`src/rtl/counter_run_controller_if.sv`:
```
// Button, rate and count signals between the board controls,
// the run controller and the counter8bit datapath.
interface counter_run_controller_if;
    logic       Start;
    logic       Stop;
    logic       Restart;
    logic [1:0] RateSel;
    logic [7:0] Limit;
    logic [7:0] Count;
    logic       Enable;
    logic       Clear_b;
    logic [1:0] State;
    logic       Done;

    modport master (
        output Start, Stop, Restart, RateSel, Limit, Count,
        input  Enable, Clear_b, State, Done
    );

    modport slave (
        input  Start, Stop, Restart, RateSel, Limit, Count,
        output Enable, Clear_b, State, Done
    );
endinterface

```
`src/rtl/counter_run_controller.sv`:
```
// Run/pause/done sequencer for counter8bit: edge-detected buttons,
// rate-divided Enable pulses and terminal-count halt.
module counter_run_controller #(
    parameter int RATE_W = 26,
    parameter int DIV1   = 49999999,
    parameter int DIV2   = 24999999,
    parameter int DIV3   = 12499999
) (
    input logic Clock,
    input logic Clear,
    counter_run_controller_if.slave bus
);

    typedef enum logic [1:0] {
        IDLE  = 2'b00,
        RUN   = 2'b01,
        PAUSE = 2'b10,
        DONE  = 2'b11
    } state_t;

    state_t state_q, state_d;
    logic [RATE_W-1:0] div_q, div_d, reload;
    logic start_prev, stop_prev, restart_prev;
    logic ev_start, ev_stop, ev_restart;
    logic clear_b_q, done_q;
    logic tick, at_limit, enable;

    assign ev_start   = bus.Start & ~start_prev;
    assign ev_stop    = bus.Stop & ~stop_prev;
    assign ev_restart = bus.Restart & ~restart_prev;

    always_comb begin
        reload = '0;
        unique case (bus.RateSel)
            2'd0: reload = '0;
            2'd1: reload = RATE_W'(DIV1);
            2'd2: reload = RATE_W'(DIV2);
            2'd3: reload = RATE_W'(DIV3);
            default: reload = '0;
        endcase
    end

    assign tick     = (state_q == RUN) && (div_q == '0);
    assign at_limit = (bus.Count >= bus.Limit);

    // Restart outranks everything, including the pulse of this cycle.
    assign enable = tick & ~at_limit & ~ev_restart;

    always_comb begin
        state_d = state_q;
        div_d   = div_q;
        if (ev_restart) begin
            state_d = IDLE;
            div_d   = '0;
        end else begin
            unique case (state_q)
                IDLE, PAUSE: begin
                    if (ev_start) begin
                        state_d = RUN;
                        div_d   = reload;
                    end
                end
                RUN: begin
                    if (at_limit) begin
                        state_d = DONE;
                    end else if (ev_stop) begin
                        state_d = PAUSE;
                    end else if (tick) begin
                        div_d = reload;
                    end else begin
                        div_d = div_q - RATE_W'(1);
                    end
                end
                DONE: begin
                    state_d = DONE;
                end
                default: begin
                    state_d = IDLE;
                    div_d   = '0;
                end
            endcase
        end
    end

    always_ff @(posedge Clock or posedge Clear) begin
        if (Clear) begin
            state_q      <= IDLE;
            div_q        <= '0;
            start_prev   <= 1'b0;
            stop_prev    <= 1'b0;
            restart_prev <= 1'b0;
            clear_b_q    <= 1'b0;
            done_q       <= 1'b0;
        end else begin
            state_q      <= state_d;
            div_q        <= div_d;
            start_prev   <= bus.Start;
            stop_prev    <= bus.Stop;
            restart_prev <= bus.Restart;
            clear_b_q    <= ~ev_restart;
            done_q       <= (state_d == DONE);
        end
    end

    assign bus.Enable  = enable;
    assign bus.Clear_b = clear_b_q;
    assign bus.State   = state_q;
    assign bus.Done    = done_q;

endmodule

```
`src/flat_wrapper.sv`:
```
// flat-port wrapper written by rule: the top's interface ports become plain ports
module counter_run_controller_flat 
#(
    parameter int RATE_W = 26,
    parameter int DIV1   = 49999999,
    parameter int DIV2   = 24999999,
    parameter int DIV3   = 12499999
)
  (Clock, Clear, bus_Start, bus_Stop, bus_Restart, bus_RateSel, bus_Limit, bus_Count, bus_Enable, bus_Clear_b, bus_State, bus_Done);
  counter_run_controller_if bus_i ();
  input logic Clock;
  input logic Clear;
  input wire logic [$bits(bus_i.Start)-1:0] bus_Start;
  input wire logic [$bits(bus_i.Stop)-1:0] bus_Stop;
  input wire logic [$bits(bus_i.Restart)-1:0] bus_Restart;
  input wire logic [$bits(bus_i.RateSel)-1:0] bus_RateSel;
  input wire logic [$bits(bus_i.Limit)-1:0] bus_Limit;
  input wire logic [$bits(bus_i.Count)-1:0] bus_Count;
  output wire logic [$bits(bus_i.Enable)-1:0] bus_Enable;
  output wire logic [$bits(bus_i.Clear_b)-1:0] bus_Clear_b;
  output wire logic [$bits(bus_i.State)-1:0] bus_State;
  output wire logic [$bits(bus_i.Done)-1:0] bus_Done;
  assign bus_i.Start = bus_Start;
  assign bus_i.Stop = bus_Stop;
  assign bus_i.Restart = bus_Restart;
  assign bus_i.RateSel = bus_RateSel;
  assign bus_i.Limit = bus_Limit;
  assign bus_i.Count = bus_Count;
  assign bus_Enable = bus_i.Enable;
  assign bus_Clear_b = bus_i.Clear_b;
  assign bus_State = bus_i.State;
  assign bus_Done = bus_i.Done;
  counter_run_controller #(.RATE_W(RATE_W), .DIV1(DIV1), .DIV2(DIV2), .DIV3(DIV3)) u_core (.Clock(Clock), .Clear(Clear), .bus(bus_i));
endmodule
```
`config.mk`:
```
export PLATFORM = sky130hd
export DESIGN_NAME = counter_run_controller_flat
export DESIGN_NICKNAME = d
export VERILOG_FILES = /design/src/rtl/counter_run_controller_if.sv /design/src/rtl/counter_run_controller.sv /design/src/flat_wrapper.sv
export SDC_FILE = /design/constraint.sdc
export NUM_CORES = 1
export LEC_CHECK = 0
export BUFFER_PORTS_ARGS = -buffer_cell sky130_fd_sc_hd__buf_4
export CORE_MARGIN = 8
export CORE_UTILIZATION = 36
export CTS_BUF_LIST = sky130_fd_sc_hd__clkbuf_8
export CTS_CLUSTER_DIAMETER = 30
export DETAILED_ROUTE_END_ITERATION = 12
export SLEW_MARGIN = 10
export SYNTH_ARGS = -nofsm -noshare
export SYNTH_HDL_FRONTEND = slang
export SYNTH_SLANG_ARGS = --single-unit
```
`constraint.sdc`:
```
create_clock -name Clock -period 8.1 [get_ports Clock]
set_input_delay 0.405 -clock Clock [delete_from_list [all_inputs] [get_ports Clock]]
set_output_delay 0.405 -clock Clock [all_outputs]
set_load 0.005 [all_outputs]
```
==> results.json, run 1 <==
{
  "ff_latch_count_synth": 33,
  "boundaryPins": 28,
  "yosysUniqueCellTypes": 55,
  "setup_slack_of_the_critical_path_after_layout_ns": 5.08,
  "avgRoutedWirePerCell_um": 18.7,
  "finalSetupTns_ns": 0,
  "largest_net_degree_at_the_start_of_global_routing": 34,
  "start_kind": "flip-flop",
  "yosys.area_share.adder": 0.0779,
  "number_of_nets_in_the_finished_design": 348,
  "place.gp.congestion": 0.811,
  "antenna_violating_nets_post_route": 0,
  "outcome": "completed",
  "global_route_wire_length_before_repair_um": 12700,
  "num_antenna_cells": 0,
  "clock_tree.root_cell": "sky130_fd_sc_hd__clkbuf_8",
  "setup_violations": 0,
  "skew_ns": 0.00925,
  "fin_worst_hold_slack_ns": 0.201,
  "synth_top_family_by_area": "compound AO/OA/AOI/OAI gates",
  "critPathCaptureType": "primary output",
  "yosys.area_share.xor_xnor": 0,
  "power.density_cell_area_mw_per_mm2": 239,
  "tritoncts_clock_tree": "yes",
  "timing.critical_path.arrival_ns": 2.62,
  "synth-compound-area-share": 0.260,
  "port_buffers": 27,
  "number_of_iterations_in_the_first_detailed_routing_pass": 4,
  "h-tree-depth": 2,
  "synth_simple_gate_area_share": 0.226,
  "drc": 0,
  "synth.area.mux_share": 0.0487,
  "synth_edf_count": 0,
  "report.final.hold_viol_count": 0,
  "max_clock_freq_ghz": 0.331,
  "synth_seq_area_share": 0.321,
  "placement.setup.worst_slack_ns": 5.22,
  "grt.total_usage": 0.159,
  "grt_antenna_before_repair": 0,
  "required_ns": 7.70,
  "timing.final.crit_share": 0.373,
  "post_cts_buffers": 0,
  "post_route_cells_drive_above_1_share": 0.161,
  "initial_utilization": 0.362,
  "drv_slew": 0,
  "cellLeakagePower_nw": 1.24,
  "number_of_warnings_issued_by_yosys": 0,
  "dpl_cell_area_mm2": 0.00284,
  "vdd.ir_drop.worst_v": 0.0000734,
  "number_of_global_route_vias_before_repair": 2430,
  "yosys_most_used_dff": "sky130_fd_sc_hd__dfrtp_1",
  "floorplan.core_area_mm2": 0.00710,
  "total_number_of_vias": 2499,
  "detail_route.wirelength_um": 7660,
  "cts_hold_buffers": 0,
  "post_synth_inst_count": 291,
  "synth_async_sr_flop_share": 1.00,
  "seq_area_um2": 826,
  "slew_headroom": 0.395,
  "cts.clk_slew.worst_paths_ns": 0.08,
  "floorplan.rows": 31,
  "timing_worst_slew_pin_value_ns": 0.906,
  "syn_area_mm2": 0.00257,
  "fillerInstances": 703,
  "critical_path_peak_fanout": 8,
  "floorplan.die.height_um": 101,
  "synth_area_per_cell_um2": 8.84,
  "global_route.overflow_total": 0,
  "clock_latency_ns": 0.30,
  "drt-vias-per-instance": 6.11,
  "total_power_w": 0.000705,
  "area_growth_syn_to_layout_pct": 14.9,
  "timing_worst_setup_path_type": "flip-flop to primary output",
  "max_capacitance_violation_total": 0,
  "hpwl_um": 5310,
  "cts_buffers": 5,
  "design_area_mm2": 0.00296,
  "syn_nets": 330,
  "detail_route.iter0.violations": 277,
  "floorplan.die.width_um": 101,
  "dieArea_mm2": 0.0101,
  "ctsLongestPathBuffers": 2,
  "timing.final.crit_period_ns": 3.02,
  "cts-resized-gates": 0,
  "unrepaired_setup_endpoints_after_global_routing": "no",
  "clock-sinks": 33,
  "timing.hold.worst.class": "input pin to async pin",
  "multi_input_comb_area_mm2": 0.00158
}
through the flow:
stage / util / instances
floorplan: - / 291
global placement: 0.400 / 401
detailed placement: 0.400 / 401
CTS: 0.416 / 409
global route: 0.416 / 409
finish: 0.416 / 409
cells by family (layout without fill, tap and decap cells):
family                   after synthesis  count (layout)
adder cells (fa/ha/maj)               16              16
buffers and inverters                 40              59
AND/OR/NAND/NOR                      104             104
multiplexers                          12              12
AO/OA/AOI/OAI                         86              86
flip-flops                            33              33
cells in the mapped netlist (4+ instances only):
cell	number	area share
sky130_fd_sc_hd__nor2_1	23	0.034
sky130_fd_sc_hd__nor2b_1	6	0.015
sky130_fd_sc_hd__a2bb2oi_1	7	0.024
sky130_fd_sc_hd__nand2_1	15	0.022
sky130_fd_sc_hd__mux2_1	4	0.018
sky130_fd_sc_hd__clkbuf_1	15	0.022
sky130_fd_sc_hd__ha_1	16	0.078
sky130_fd_sc_hd__mux2i_1	8	0.031
sky130_fd_sc_hd__a32o_1	11	0.043
sky130_fd_sc_hd__o22ai_1	20	0.049
sky130_fd_sc_hd__buf_2	4	0.0078
sky130_fd_sc_hd__o21ai_0	4	0.0078
sky130_fd_sc_hd__nor4_1	5	0.012
sky130_fd_sc_hd__or3_1	7	0.017
sky130_fd_sc_hd__dfrtp_1	33	0.32
sky130_fd_sc_hd__or4_1	10	0.029
sky130_fd_sc_hd__a21oi_1	7	0.014
sky130_fd_sc_hd__nor3_1	13	0.025
sky130_fd_sc_hd__o211ai_1	6	0.018
sky130_fd_sc_hd__nand2b_1	5	0.012
sky130_fd_sc_hd__inv_1	19	0.028
sky130_fd_sc_hd__a22oi_1	4	0.012
state kept, by name, summed over array words and instances (netlist names):
signal and flops:
u_core.bus.Done 1, u_core.div_q 26, u_core.restart_prev 1, u_core.stop_prev 1
u_core.bus.Clear_b 1, u_core.bus.State 2, u_core.start_prev 1
area by class of cell:
class | count | share of cell area
Clock inverter | 3 | 0.0157
Clock buffer | 5 | 0.0233
Tap cell | 99 | 0.0419
Multi-Input combinational cell | 218 | 0.534
Sequential cell | 33 | 0.279
Inverter | 19 | 0.0241
Timing Repair Buffer | 32 | 0.0813
worst max-delay path: stages (launching register included):
cell	delay, ns
sky130_fd_sc_hd__dfrtp_1	0.44
sky130_fd_sc_hd__or4_1	0.66
sky130_fd_sc_hd__or4b_1	0.69
sky130_fd_sc_hd__nor2_1	0.23
sky130_fd_sc_hd__and3_1	0.19
sky130_fd_sc_hd__buf_4	0.11
cell usage in the layout (no fill, tap or decap), drive strengths merged, types with 2 or more instances in the layout:
cell and n:
inv 19, o32ai 3, nor2 23, nor4b 3, nand3 3, nor4 6
o2111ai 2, or4 11, a32o 11, ha 16, or3 7, or2 2
o211ai 6, a211oi 3, a2bb2oi 7, nand4 2, nand2 16, a22oi 4
dfrtp 33, or4b 2, mux2 4, nor3b 3, o21ai 7, a31oi 2
o22ai 20, buf 32, nor2b 6, mux2i 8, nor3 13, a21oi 7
nand2b 5, clkbuf 5
metal layers:
metal	vias to the layer above	global-route usage	part of all wire
li1	1160	-	-
met1	1201	0.205	0.44
met2	120	0.247	0.46
met3	18	0.0325	0.071
met4	0	0.0791	0.032
met5	-	0	0
report_power, final:
group | internal, W | total [W] | switching [W] | leakage [nW]
registers | 0.000198 | 0.000242 | 0.0000438 | 0.424
logic | 0.000124 | 0.000300 | 0.000177 | 0.760
clock network | 0.0000921 | 0.000163 | 0.0000704 | 0.0543
total | 0.000414 | 0.000705 | 0.000291 | 1.24
path summary, 6_finish.rpt:
path / cells after the start / slack, ns / startpoint / endpoint
worst max register to register: 5 / 5.15 / u_core.div_q[7] / u_core.div_q[3]
worst max-delay path: 5 / 5.08 / u_core.div_q[7] / bus_Enable
max in group asynchronous: 3 / 7.56 / Clear / u_core.div_q[14]
min in group Clock: 1 / 0.21 / bus_Start / u_core.start_prev
worst min-delay path: 3 / 0.20 / Clear / u_core.bus.Clear_b
worst min register to register: 2 / 0.53 / u_core.div_q[16] / u_core.div_q[16]
No activity file was read; power rests on OpenSTA's default activity.
==> run 2: changes to the inputs <==
- clock period: 8.1 -> 2.42 ns (I/O delays scaled with it)
==> results.json, run 2 (synthesis results as in run 1) <==
{
  "max_clock_freq_ghz": 0.408,
  "total_number_of_vias": 2692,
  "timing.final.crit_share": 1.01,
  "boundaryPins": 28,
  "clock_tree.root_cell": "sky130_fd_sc_hd__clkbuf_8",
  "layout.cells.most_common_list": "sky130_fd_sc_hd__buf_4, sky130_fd_sc_hd__dfrtp_1, sky130_fd_sc_hd__nor2_1",
  "antenna_violating_nets_post_route": 0,
  "groute.layer.met2.usage": 0.285,
  "grt_antenna_before_repair": 0,
  "clock-sinks": 33,
  "drv_slew": 0,
  "global_route_wire_length_before_repair_um": 13900,
  "skew_ns": 0.00918,
  "grt.total_usage": 0.175,
  "fillerInstances": 663,
  "seq_area_um2": 826,
  "critical_path_peak_fanout": 11,
  "setup_slack_of_the_critical_path_after_layout_ns": -0.0317,
  "critPathCaptureType": "flip-flop",
  "finalSetupTns_ns": -0.138,
  "violations": "negative setup slack",
  "unrepaired_setup_endpoints_after_global_routing": "yes",
  "post_route_cells_drive_above_1_share": 0.338,
  "h-tree-depth": 2,
  "total_power_w": 0.00280,
  "dieArea_mm2": 0.0101,
  "required_ns": 2.59,
  "vdd.ir_drop.worst_v": 0.000224,
  "timing_worst_slew_pin_value_ns": 1.08,
  "global_route.overflow_total": 0,
  "dpl_cell_area_mm2": 0.00321,
  "drc": 0,
  "groute.layer.met1.usage": 0.222,
  "cellLeakagePower_nw": 1.55,
  "cts.clk_slew.worst_paths_ns": 0.07,
  "detail_route.wirelength_um": 8420,
  "report.final.hold_viol_count": 0,
  "number_of_global_route_vias_before_repair": 2745,
  "met3_track_usage_gr": 0.0318,
  "ctsLongestPathBuffers": 2,
  "largest_register_ffs": 26,
  "timing_worst_setup_path_type": "flip-flop to flip-flop",
  "detail_route.iter0.violations": 175,
  "num_antenna_cells": 0,
  "drt-vias-per-instance": 5.78,
  "initial_utilization": 0.362,
  "power.density_cell_area_mw_per_mm2": 790,
  "slew_headroom": 0.281,
  "floorplan.core_area_mm2": 0.00710,
  "floorplan.die.height_um": 101,
  "gr-max-usage-layer": "met2",
  "cts_buffers": 5,
  "multi_input_comb_area_mm2": 0.00170,
  "fin_worst_hold_slack_ns": 0.369,
  "number_of_nets_in_the_finished_design": 406,
  "largest_net_degree_at_the_start_of_global_routing": 20,
  "final_common_cell": "sky130_fd_sc_hd__buf_4",
  "timing.critical_path.arrival_ns": 2.63,
  "timing.hold.worst.class": "input pin to flip-flop",
  "avgRoutedWirePerCell_um": 18.1,
  "floorplan.die.width_um": 101,
  "final_core_util": 0.499,
  "outcome": "complete, but fails checks",
  "clock_latency_ns": 0.29,
  "setup_violations": 9,
  "floorplan.rows": 31,
  "timing.final.crit_period_ns": 2.45,
  "area_growth_syn_to_layout_pct": 37.6,
  "max_flop_register": "u_core.div_q",
  "design_area_mm2": 0.00354,
  "port_buffers": 27,
  "max_capacitance_violation_total": 0,
  "start_kind": "flip-flop",
  "place.gp.congestion": 0.902,
  "hpwl_um": 6020,
  "tritoncts_clock_tree": "yes",
  "number_of_iterations_in_the_first_detailed_routing_pass": 5
}
## run 2: cell count changes in the layout (fill, tap and decap cells not counted), moves of 2 or more
cell and delta:
sky130_fd_sc_hd__or4_1 -6, sky130_fd_sc_hd__a2bb2oi_1 -2, sky130_fd_sc_hd__buf_6 +6, sky130_fd_sc_hd__buf_4 +46, sky130_fd_sc_hd__nor4b_1 -3, sky130_fd_sc_hd__nor2_1 -2
sky130_fd_sc_hd__or4_4 +6, sky130_fd_sc_hd__a2bb2oi_2 +2, sky130_fd_sc_hd__dlygate4sd3_1 +4, sky130_fd_sc_hd__nor4b_2 +2, sky130_fd_sc_hd__buf_12 +2
## run 2: metrics by stage
step           setup WS [ns]  std cells
5_1_grt              -0.0715        466
3_5_place_dp          -0.130        447
3_3_place_gp          -0.114        447
4_1_cts              -0.0135        463
6_report             -0.0317        466
2_1_floorplan        -0.0871        291
## run 2: layout make-up
class                      instances  share of cell area
timing repair buffer              90               0.207
inverter                          19              0.0202
clock buffer                       6              0.0233
clock inverter                     1             0.00106
sequential                        33               0.233
multi-input combinational        218               0.480
tap                               99              0.0350
## run 2: worst paths after layout
kind	from	end	slack, ns	cells past startpoint
worst min-delay path	bus_RateSel[1]	u_core.div_q[10]	0.37	4
worst max-delay path	u_core.div_q[6]	u_core.div_q[13]	-0.03	7
max in group asynchronous	Clear	u_core.div_q[22]	1.36	4
worst max register to register	u_core.div_q[6]	u_core.div_q[13]	-0.03	7
worst min register to register	u_core.stop_prev	u_core.bus.State[0]	0.53	2
min in group asynchronous	Clear	u_core.div_q[21]	0.51	3
## run 2: what timing repair did
action	in CTS	in global routing
pin swaps	4	5
hold buffers	4	0
buffers inserted	5	3
setup endpoints to repair	23	24
resized for setup	13	19
hold endpoints to repair	18	0
## run 2: where the power goes
group          switching (W)  internal, W  total [W]  leakage, nW
sequential          0.000108     0.000664   0.000771        0.424
combinational       0.000793     0.000800    0.00159         1.08
clock               0.000210     0.000222   0.000432       0.0485
total                0.00111      0.00169    0.00280         1.55
## run 2: layer usage
| metal | share of wire | vias up |
|---|---|---|
| li1 | - | 1276 |
| met1 | 0.44 | 1305 |
| met2 | 0.47 | 92 |
| met3 | 0.064 | 19 |
| met4 | 0.021 | 0 |
| met5 | 0 | - |
## run 2: critical path, cell delays in order, from the launching register on
cell and delay [ns]:
sky130_fd_sc_hd__dfrtp_1 0.38, sky130_fd_sc_hd__or4_4 0.57, sky130_fd_sc_hd__or4b_4 0.56, sky130_fd_sc_hd__buf_4 0.16
sky130_fd_sc_hd__o21ai_4 0.16, sky130_fd_sc_hd__buf_12 0.16, sky130_fd_sc_hd__o22ai_1 0.08, sky130_fd_sc_hd__a32o_1 0.26
==> run 3: changes to the inputs <==
- RECOVER_POWER: unset -> 100
- SKIP_CTS_REPAIR_TIMING: unset -> 1
==> results.json, run 3 (synthesis results as in run 1) <==
{
  "outcome": "complete, but fails checks",
  "violations": "negative hold slack, negative setup slack",
  "clock_tree.root_cell": "sky130_fd_sc_hd__clkbuf_8",
  "crit-reg2reg-capture": "u_core.div_q[23]",
  "number_of_nets_in_the_finished_design": 401,
  "timing.final.crit_share": 1.05,
  "power.share.switching": 0.404,
  "setup_violations": 3,
  "fin_cells": 461,
  "rrSetupSlack_ns": -0.13,
  "timing.reg2reg.worst_path_depth": 6,
  "slew_headroom": 0.271,
  "cts.clk_slew.worst_paths_ns": 0.07,
  "dieArea_mm2": 0.0101,
  "floorplan.rows": 31,
  "floorplan.die.width_um": 101,
  "global_route.overflow_total": 0,
  "skew_ns": 0.00820,
  "cts_buffers": 5,
  "fillerInstances": 684,
  "p_sw_w": 0.00110,
  "floorplan.core_area_mm2": 0.00710,
  "largest_net_degree_at_the_start_of_global_routing": 20,
  "setup_slack_of_the_critical_path_after_layout_ns": -0.126,
  "critical_path_peak_fanout": 6,
  "drc": 0,
  "layout.cells.most_common_list": "sky130_fd_sc_hd__buf_4, sky130_fd_sc_hd__dfrtp_1, sky130_fd_sc_hd__nor2_1, sky130_fd_sc_hd__inv_1, sky130_fd_sc_hd__o22ai_1",
  "floorplan.die.height_um": 101,
  "place.gp.congestion": 0.902,
  "unrepaired_setup_endpoints_after_global_routing": "yes",
  "initial_utilization": 0.362,
  "area_growth_syn_to_layout_pct": 33.8,
  "share_of_total_power_in_the_clock_network": 0.159,
  "final_common_cell": "sky130_fd_sc_hd__buf_4",
  "grt_antenna_before_repair": 0,
  "number_of_iterations_in_the_first_detailed_routing_pass": 4,
  "ctsLongestPathBuffers": 2,
  "port_buffers": 27,
  "timing.final.crit_period_ns": 2.55,
  "timing_worst_setup_path_type": "flip-flop to flip-flop",
  "tritoncts_clock_tree": "yes",
  "start_kind": "flip-flop",
  "number_of_global_route_vias_before_repair": 2662,
  "cellInternalPower_w": 0.00162,
  "finalSetupTns_ns": -0.220,
  "total_power_w": 0.00272,
  "total_number_of_vias": 2687,
  "vdd.ir_drop.worst_v": 0.000227,
  "seqPwrFrac": 0.283,
  "critPathCaptureType": "flip-flop",
  "grt.total_usage": 0.170,
  "max_capacitance_violation_total": 0,
  "timing.critical_path.arrival_ns": 2.70,
  "drt-vias-per-instance": 5.83,
  "post_route_cells_drive_above_1_share": 0.312,
  "global_route_wire_length_before_repair_um": 13600,
  "pwr-share-comb": 0.559,
  "max_clock_freq_ghz": 0.393,
  "clock-sinks": 33,
  "numPlacedInstances": 447,
  "timing_worst_slew_pin_value_ns": 1.09,
  "clock_latency_ns": 0.29,
  "required_ns": 2.58,
  "max_flop_register": "u_core.div_q",
  "avgRoutedWirePerCell_um": 18.2,
  "h-tree-depth": 2,
  "drv_slew": 0,
  "boundaryPins": 28,
  "cellLeakagePower_nw": 1.50,
  "hpwl_um": 6020,
  "detail_route.iter0.violations": 212,
  "power.density_cell_area_mw_per_mm2": 792,
  "largest_register_ffs": 26,
  "timing.hold.worst.class": "input pin to async pin",
  "fin_worst_hold_slack_ns": -0.0880,
  "report.final.hold_viol_count": 15,
  "antenna_violating_nets_post_route": 0,
  "worst_r2r_startpoint": "u_core.div_q[4]",
  "num_antenna_cells": 0,
  "detail_route.wirelength_um": 8400
}
==> run 3: changes by cell type in the layout (fill, tap and decap cells not counted), moves of 2 or more <==
cell,change
sky130_fd_sc_hd__clkbuf_4,+6
sky130_fd_sc_hd__nor3_1,-2
sky130_fd_sc_hd__buf_4,-15
sky130_fd_sc_hd__clkbuf_1,+6
sky130_fd_sc_hd__clkbuf_2,+2
sky130_fd_sc_hd__buf_6,-2
sky130_fd_sc_hd__nor3_2,+2
==> run 3: cell type report <==
cell class	count	area (um2)	share of cell area
clock buffers	6	82.6	0.0240
multi-input cells	218	1690	0.491
well taps	99	124	0.0360
inverters	19	71.3	0.0207
repair buffers	85	646	0.188
clock inverters	1	3.75	0.00109
flip-flops and latches	33	826	0.240
==> run 3: worst max-delay path: stages (launching register included) <==
cell                      delay (ns)
sky130_fd_sc_hd__dfrtp_1        0.39
sky130_fd_sc_hd__or4_4          0.59
sky130_fd_sc_hd__buf_6          0.15
sky130_fd_sc_hd__or4_4          0.56
sky130_fd_sc_hd__o31a_1         0.29
sky130_fd_sc_hd__o31ai_1        0.30
sky130_fd_sc_hd__o32ai_1        0.13
==> run 3: power groups by stage <==
stage / clock network (W) / registers (W) / logic [W]
6_report: 0.000432 / 0.000771 / 0.00152
5_1_grt: 0.000469 / 0.000785 / 0.00164
4_1_cts: 0.000441 / 0.000752 / 0.00135
3_5_place_dp: 0 / 0.000762 / 0.00134
3_3_place_gp: 0 / 0.000761 / 0.00134
2_1_floorplan: 0 / 0.000770 / 0.000790
==> run 3: how the worst max path moves through the flow <==
stage / from / cells past startpoint / end / slack [ns]
3_5_place_dp: u_core.div_q[6] / 6 / u_core.div_q[13] / -0.13
3_3_place_gp: u_core.div_q[6] / 6 / u_core.div_q[13] / -0.11
6_report: u_core.div_q[4] / 6 / u_core.div_q[23] / -0.13
4_1_cts: u_core.div_q[6] / 6 / bus_Enable / -0.26
5_1_grt: u_core.div_q[4] / 6 / u_core.div_q[23] / -0.20
2_1_floorplan: u_core.div_q[7] / 8 / u_core.div_q[20] / -0.09
==> run 3: stage by stage <==
stage,utilization,instance area (um2),setup WS (ns)
CTS,0.464,3300,-0.265
floorplan,-,2580,-0.0871
detailed placement,0.452,3210,-0.130
global route,0.485,3440,-0.203
finish,0.485,3440,-0.126
global placement,0.452,3210,-0.114
==> run 3: routing by layer <==
| layer | part of all wire | vias to the layer above | track usage |
|---|---|---|---|
| met4 | 0.024 | 0 | 0.0686 |
| met2 | 0.47 | 106 | 0.271 |
| li1 | - | 1258 | - |
| met5 | 0 | - | 0 |
| met1 | 0.43 | 1302 | 0.223 |
| met3 | 0.073 | 21 | 0.0290 |
